--- src/rtl/sound_req_arbiter.sv ---
`default_nettype none
// ============================================================================
// Module   : sound_req_arbiter
// Brief    : Fixed-priority arbiter sharing one sound conduit between alarm,
//            entry chime and exit chime, with tick-timed tones and silent gaps.
//            Optional macro SOUND_PREEMPT_EN lets a higher-priority request
//            preempt a playing tone.
// Revision : 1.0 - initial release
// ============================================================================
module sound_req_arbiter #(
    parameter int TICK_DIV  = 50000,
    parameter int GAP_TICKS = 20
) (
    input  logic        clk,
    input  logic        reset_n,
    input  logic [2:0]  req_i,
    input  logic [23:0] level_i,
    input  logic [47:0] dur_i,
    input  logic        mute_i,
    output logic [2:0]  ack_o,
    output logic [2:0]  done_o,
    output logic [2:0]  abort_o,
    output logic        busy_o,
    output logic [7:0]  amount_o,
    output logic        soundenable_o
);

    localparam int              TW       = (TICK_DIV > 1) ? $clog2(TICK_DIV) : 1;
    localparam int              GW       = $clog2(GAP_TICKS + 1);
    localparam logic [TW-1:0]   TICK_MAX = TW'(TICK_DIV - 1);
    localparam logic [GW-1:0]   GAP_LOAD = GW'(GAP_TICKS);
    localparam logic [GW-1:0]   GAP_ONE  = GW'(1);

    localparam logic [1:0]      ST_IDLE  = 2'd0;
    localparam logic [1:0]      ST_PLAY  = 2'd1;
    localparam logic [1:0]      ST_GAP   = 2'd2;

    logic [1:0]    state_q,   state_d;
    logic [1:0]    owner_q,   owner_d;
    logic [7:0]    amt_q,     amt_d;
    logic [15:0]   dur_cnt_q, dur_cnt_d;
    logic [TW-1:0] tick_cnt_q, tick_cnt_d;
    logic [GW-1:0] gap_cnt_q, gap_cnt_d;
    logic          zdone_q,   zdone_d;
    logic [2:0]    ack_q,     ack_d;
    logic [2:0]    done_q,    done_d;
    logic          snd_en_q,  snd_en_d;
`ifdef SOUND_PREEMPT_EN
    logic [2:0]    abort_q,   abort_d;
`endif

    logic [1:0]    win;
    logic          any_req;
    logic [7:0]    win_level;
    logic [15:0]   win_dur;
    logic          tick_wrap;
    logic          grant;

    function automatic logic [2:0] onehot(input logic [1:0] idx);
        onehot = 3'b001 << idx;
    endfunction

    // Fixed priority: alarm (bit2) > entry (bit1) > exit (bit0).
    always_comb begin
        win = 2'd0;
        if (req_i[2]) begin
            win = 2'd2;
        end else if (req_i[1]) begin
            win = 2'd1;
        end
        any_req   = |req_i;
        win_level = level_i[{win, 3'b000} +: 8];
        win_dur   = dur_i[{win, 4'b0000} +: 16];
        tick_wrap = (tick_cnt_q == TICK_MAX);
    end

    // State register
    always_ff @(posedge clk or negedge reset_n) begin
        if (!reset_n) begin
            state_q    <= ST_IDLE;
            owner_q    <= 2'd0;
            amt_q      <= 8'h00;
            dur_cnt_q  <= 16'd0;
            tick_cnt_q <= '0;
            gap_cnt_q  <= '0;
            zdone_q    <= 1'b0;
            ack_q      <= 3'b000;
            done_q     <= 3'b000;
            snd_en_q   <= 1'b0;
`ifdef SOUND_PREEMPT_EN
            abort_q    <= 3'b000;
`endif
        end else begin
            state_q    <= state_d;
            owner_q    <= owner_d;
            amt_q      <= amt_d;
            dur_cnt_q  <= dur_cnt_d;
            tick_cnt_q <= tick_cnt_d;
            gap_cnt_q  <= gap_cnt_d;
            zdone_q    <= zdone_d;
            ack_q      <= ack_d;
            done_q     <= done_d;
            snd_en_q   <= snd_en_d;
`ifdef SOUND_PREEMPT_EN
            abort_q    <= abort_d;
`endif
        end
    end

    // Next-state logic
    always_comb begin
        state_d    = state_q;
        owner_d    = owner_q;
        amt_d      = amt_q;
        dur_cnt_d  = dur_cnt_q;
        tick_cnt_d = tick_cnt_q;
        gap_cnt_d  = gap_cnt_q;
        zdone_d    = 1'b0;
        ack_d      = 3'b000;
        done_d     = 3'b000;
        grant      = 1'b0;
`ifdef SOUND_PREEMPT_EN
        abort_d    = 3'b000;
`endif

        case (state_q)
            ST_IDLE: begin
                // A zero-length tone stays in IDLE for its ack cycle, then reports done.
                if (zdone_q) begin
                    done_d = onehot(owner_q);
                end else begin
                    grant = any_req;
                end
            end
            ST_PLAY: begin
                tick_cnt_d = tick_wrap ? '0 : tick_cnt_q + 1'b1;
                if (tick_wrap) begin
                    dur_cnt_d = dur_cnt_q - 16'd1;
                end
                if (tick_wrap && (dur_cnt_q == 16'd1)) begin
                    state_d   = ST_GAP;
                    gap_cnt_d = GAP_LOAD;
                    done_d    = onehot(owner_q);
                end
`ifdef SOUND_PREEMPT_EN
                else if (any_req && (win > owner_q)) begin
                    grant   = 1'b1;
                    abort_d = onehot(owner_q);
                end
`endif
            end
            ST_GAP: begin
                tick_cnt_d = tick_wrap ? '0 : tick_cnt_q + 1'b1;
                if (tick_wrap) begin
                    gap_cnt_d = gap_cnt_q - GAP_ONE;
                end
                // Arbitrate on the closing edge so the next tone follows the
                // gap with no extra idle cycle.
                if (tick_wrap && (gap_cnt_q == GAP_ONE)) begin
                    state_d = ST_IDLE;
                    grant   = any_req;
                end
            end
            default: begin
                state_d = ST_IDLE;
            end
        endcase

        if (grant) begin
            ack_d      = onehot(win);
            owner_d    = win;
            amt_d      = win_level;
            dur_cnt_d  = win_dur;
            tick_cnt_d = '0;
            if (win_dur == 16'd0) begin
                state_d = ST_IDLE;
                zdone_d = 1'b1;
            end else begin
                state_d = ST_PLAY;
            end
        end
    end

    // Output logic
    always_comb begin
        snd_en_d = (state_d == ST_PLAY) & ~mute_i;
        amount_o = (state_q == ST_PLAY) ? amt_q : 8'h00;
        busy_o   = (state_q != ST_IDLE) | zdone_q;
    end

    assign ack_o         = ack_q;
    assign done_o        = done_q;
    assign soundenable_o = snd_en_q;
`ifdef SOUND_PREEMPT_EN
    assign abort_o       = abort_q;
`else
    assign abort_o       = 3'b000;
`endif

endmodule
`default_nettype wire

--- config.mk ---
export PLATFORM = sky130hd
export DESIGN_NAME = sound_req_arbiter
export DESIGN_NICKNAME = d
export VERILOG_FILES = /design/src/rtl/sound_req_arbiter.sv
export SDC_FILE = /design/constraint.sdc
export NUM_CORES = 1
export LEC_CHECK = 0
export CAP_MARGIN = 30
export CORE_MARGIN = 2
export CORE_UTILIZATION = 45
export CTS_BUF_LIST = sky130_fd_sc_hd__clkbuf_8
export DETAILED_ROUTE_END_ITERATION = 8
export HOLD_SLACK_MARGIN = 0.12
export PLACE_DENSITY = 0.8
export SYNTH_ARGS = -nofsm -noshare
export SYNTH_HDL_FRONTEND = slang
export SYNTH_SLANG_ARGS = --single-unit
--- constraint.sdc ---
create_clock -name clk -period 2.7 [get_ports clk]
set_input_delay 0.675 -clock clk [delete_from_list [all_inputs] [get_ports clk]]
set_output_delay 0.675 -clock clk [all_outputs]
set_load 0.02 [all_outputs]
# Word level (Yosys, flattened, before mapping)
# Index checks and enable logic that the tools add are counted.
# W data, S select, Z words.
[word_totals] elab_cells=67 register_bits=57 input_bits=78
[op_classes] n_bitwise=3 reduce_logical=13 n_mux=26 shifts=4 n_eq_ne=8 addsub=3
[ops] operator="$mux W16" n=6
[ops] operator="$shiftx A48 B7 Y16" n=1
[ops] operator="$shiftx A24 B6 Y8" n=1
[ops] operator="$add A16 B1 Y16 const B" n=1
[ops] operator="$eq A16 B1 Y1 const B" n=1
[ops] operator="$eq A16 B16 Y1 const B" n=1
[ops] operator="$logic_not A16 Y1" n=1
[ops] operator="$sub A16 B1 Y16 const B" n=1
[ops] operator="$mux W5" n=2
[ops] operator="$pmux W5 S2" n=1
[ops] operator="$reduce_bool A2 Y1" n=5
[ops] operator="$mux W3" n=3
[ops] operator="$mux W2" n=4
[ops] operator="$mux W8" n=1
[ops] operator="$mux W1" n=6
[ops] operator="$pmux W2 S3" n=1
[ops] operator="$pmux W3 S2" n=1
[ops] operator="$shl A1 B2 Y3 const A" n=2
[ops] operator="$eq A5 B1 Y1 const B" n=1
[ops] operator="$sub A5 B1 Y5 const B" n=1
[ops] operator="$eq A2 B1 Y1 const B" n=2
[ops] operator="$ne A2 B2 Y1 const B" n=2
[ops] operator="$reduce_and A3 Y1" n=1
[ops] operator="$reduce_or A3 Y1" n=1
[ops] operator="other kinds (9)" n=10

# Longest topological paths before layout
[depth] ltp_word=8 mapped_depth=11

# Worst setup path after synthesis
# No wires, ideal clock.
[synth_timing] path_type="register to register" startpoint="register state_q[0]" endpoint="register dur_cnt_q[15]" t_arrival_ns=2.387 n_path_buf=2 synth_period_minus_slack_ns=2.473 stages_incl_launch_ff=11 path_slack_ns=0.227 setup_time_ns=0.087 required_time_ns=2.613 cell_sequence="dfrtp_1 clkbuf_1 inv_1 ha_1 and2b_1 inv_1 nor2_1 a21o_1 buf_6 or4_1 o211ai_1"
[synth_via] elab_chain_cells=4
[synth_lines] item="from (decl)" line_no="38" rtl="logic [1:0] state_q, state_d;"
[synth_lines] item="from (signal assigned)" line_no="94" rtl="state_q <= state_d;"
[synth_lines] item="$eq A2 B2 Y1 or $logic_not A2 Y1 (tied branches)" line_no="126" rtl="case (state_q)"
[synth_lines] item="$pmux W1 S2" line_no="126"
[synth_lines] item="$reduce_bool A2 Y1 (no line)"
[synth_lines] item="$reduce_and A2 Y1 (no line)"
[synth_lines] item="to (signal assigned)" line_no="97" rtl="dur_cnt_q <= dur_cnt_d;"
[synth_lines] item="to (decl)" line_no="41" rtl="logic [15:0] dur_cnt_q, dur_cnt_d;"
# Several ways; a longest one is shown, not always the timed one.
# A chain may end at the register's enable or synchronous reset.

# Final worst setup path
[layout_timing] startpoint="input port req_i[2]" endpoint="register dur_cnt_q[10]"
[layout_via] elab_chain_cells=5
[layout_lines] item="from (decl)" line_no="16" rtl="input logic [2:0] req_i,"
[layout_lines] item="branches (longest 5 deep; another with $shiftx A48 B7 Y16)"
# Several ways; the timed one is not identified.

==> reports/summary.txt <==
Diode insertion count for antenna repair: 0
Area share of the leading cell type in the synthesized netlist: 35.2%
NetSw: 1.50 mW
Post-route core utilization: 64.1%
Worst voltage drop across the vdd grid: 0.375 mV
Via count of the first global-routing pass: 4,143
Drc violations: 0
Share of flip-flops with an asynchronous set or reset after synthesis: 100%
Deepest clock path buffer count: 2
Part of the Yosys area used for sequential elements: 35.2%
Cell accounting for the most synthesized area: dfrtp_1
Die outline area: 0.00979 mm^2
Synthesized cell area: 0.00406 mm^2
Htree depth: 3
Maximum number of pins on one net before global-route repair: 34
Average footprint of a synthesized cell: 8.48 um^2
Leading cell type by number of instances after synthesis: dfrtp_1
Clk_lat worst skew: 0.34 ns
Worst endpoint required time: 2.92 ns
Worst slew margin relative to its limit: 52.6%
Worst reg2reg path startpoint: state_q[0]
Place WS: -0.146 ns
Clock edge transition at the registers on the reported setup and hold paths: 0.08 ns
ANT nets after route: 0
Vias after detailed routing: 4,149
Vertical die dimension: 98.9 um
Length of the first detailed-routing pass in iterations: 5
Count of cell types in the netlist: 60
Sw Ratio: 39.1%
Overflow left after global routing: 0
Number of violations reported at the end of detailed-routing iteration 0: 166
CP startpoint kind: input port
Top post-synthesis cells by area: dfrtp_1, mux2i_1, o21ai_0, nand2_1, mux2_2
Endpoints failing hold: 0
Outcome: finished clean
Yosys warning count: 0
Part of the cycle the worst path needs: 94.0%
Pleak: 2.32 nW
Post-route non-filler standard cell count: 716
Filler Cell Count: 698
GP Congestion: 0.945
Mapped Cells: 478
Number of nets in the final layout: 690
Post-route total power: 3.84 mW
Reg2Reg Setup Slack: 0.26 ns
Timing-limited maximum frequency: 394 MHz
IO Port Bufs: 93
Cell area after layout: 0.00559 mm^2
Post-place instance area: 0.00540 mm^2
Wire length of the first global-routing pass: 19,700 um
Internal power consumption: 2.34 mW
Clk_skew: 0.0135 ns
Capture instance of the worst register-to-register path: dur_cnt_q[10]
Setup CP Type: input port to register
Total Routing Usage GR: 24.5%
Final wirelength: 11,700 um
Transition time at the pin with the least slew margin: 0.706 ns
Count of cells along the worst register-to-register path: 10
Detailed-route wire length per cell: 16.3 um
Power density over cell area: 686 mW/mm^2
Vias per cell: 5.79
Initial core utilization: 46.5%
Signed area change from the synthesized netlist to the final layout: 37.9%
Worst slack on hold paths: 0.341 ns
Kind of path behind the tightest hold check: input port to async pin
Count of flip-flops with a built-in enable after synthesis: 0
Proportion of power drawn by flip-flops and latches: 34.8%
Sinks on Clock Net: 57
Count of final max-slew check failures: 0
Ys flop type: dfrtp_1
Post-Place Cells: 700
Startpoint of the most critical setup path: req_i[2]
Number of flip-flops and latches in the synthesized netlist: 57
Min Clock Period, post-route: 2.54 ns
Final setup TNS: 0 ns
Core outline area: 0.00872 mm^2
Category of the worst setup path capture point: register
Clock network power share: 19.2%
Antenna violations before repair: 0
Critical path data arrival time: 2.76 ns
Crit path setup slack, layout: 0.163 ns
Total of max-cap violations: 0
I/O pins: 97
Leading post-synthesis cells by instance count: dfrtp_1, o21ai_0, nand2_1
Peak fanout along the critical path: 10
TritonCTS clock tree: done
Share of post-route cells with drive strength above 1: 14.5%
Logic pwr share: 46.0%
Number of buffers inserted during clock tree synthesis: 9
Library cell used as clock root buffer: clkbuf_8
Chip width: 98.9 um
Number of endpoints failing setup at the final stage: 0
Number of cell rows: 34
Unrepaired setup endpoints after global routing: no
Half-perimeter wire length after detailed placement: 9060 um
cells in the final DEF (no fill, tap or decap), types with 5 or more instances in the layout:
master,n
ha_1,8
or3_1,11
or4_1,6
o31ai_1,6
mux2i_1,27
inv_1,20
o21ai_0,47
o211ai_1,5
a211oi_1,5
nand3_1,21
a21oi_1,27
nand2_1,45
nand4_1,5
dfrtp_1,57
nor3_1,20
clkdlybuf4s50_1,91
and2_1,13
nor2_1,29
clkbuf_8,11
buf_12,5
nor3b_1,6
nor4_1,10
buf_4,41
mux2_2,13
sequential cells by signal, indices dropped and copies added, names as in the netlist, 2 cells and up:
signal and cells:
ack_o 3, amt_q 8, done_o 3, dur_cnt_q 16
gap_cnt_q 5, owner_q 2, state_q 2, tick_cnt_q 16
routing by layer:
layer	vias up	wire length, um	global-route usage (%)	part of all wire, %
met5	-	0	0	0
met4	0	213	8.01	1.8
met3	21	612	4.47	5.2
met2	160	5930	41.9	51
met1	1955	4930	31.3	42
li1	2013	-	-	-
power by group through the flow:
stage	registers, mW	logic, mW	clock network [mW]
detailed placement	1.33	1.75	0
finish	1.33	1.77	0.737
CTS	1.32	1.75	0.746
global placement	1.32	1.70	0
global route	1.38	1.93	0.794
floorplan	1.28	1.03	0
how the worst max path moves through the flow:
stage | to | slack, ns
after floorplan | dur_cnt_q[15] | 0.23
final | dur_cnt_q[10] | 0.16
after CTS | amount_o[4] | 0.07
after detailed placement | dur_cnt_q[10] | -0.15
after global placement | soundenable_o | -0.1
after global routing | tick_cnt_q[10] | 0.05
what timing repair did:
action	CTS	global route
gates resized for setup	2	1
hold buffers	0	0
gates cloned	0	0
endpoints found under the setup margin	9	7
setup buffers	0	0
cells by family (layout without fill, tap and decap cells):
kind of cell    count (synthesis)  in the layout  synth area share (%)
buf+inv                        48            176                  5.49
xor+xnor                        2              2                 0.432
simple gates                  195            195                  26.4
mux                            40             40                  10.3
fa+ha+maj                       9              9                  2.78
other cells                     1              3                0.0925
flops                          57             57                  35.2
compound gates                126            126                  19.3
layout make-up:
class | instances | area [um^2] | area share, %
clock buffers | 11 | 151 | 2.71
clock inverters | 5 | 30.0 | 0.537
inverters | 20 | 75.1 | 1.34
multi-input cells | 375 | 2430 | 43.5
flip-flops and latches | 57 | 1430 | 25.5
well taps | 108 | 135 | 2.42
repair buffers | 140 | 1340 | 24.0
worst max-delay path, cell delays in order:
cell	delay, ns
clkdlybuf4s50_1	0.43
buf_4	0.18
nor3_1	0.37
nor2_1	0.14
a21o_1	0.27
buf_4	0.18
or3_1	0.37
o211a_1	0.13
Note: power is estimated with default switching activity, not from simulation.
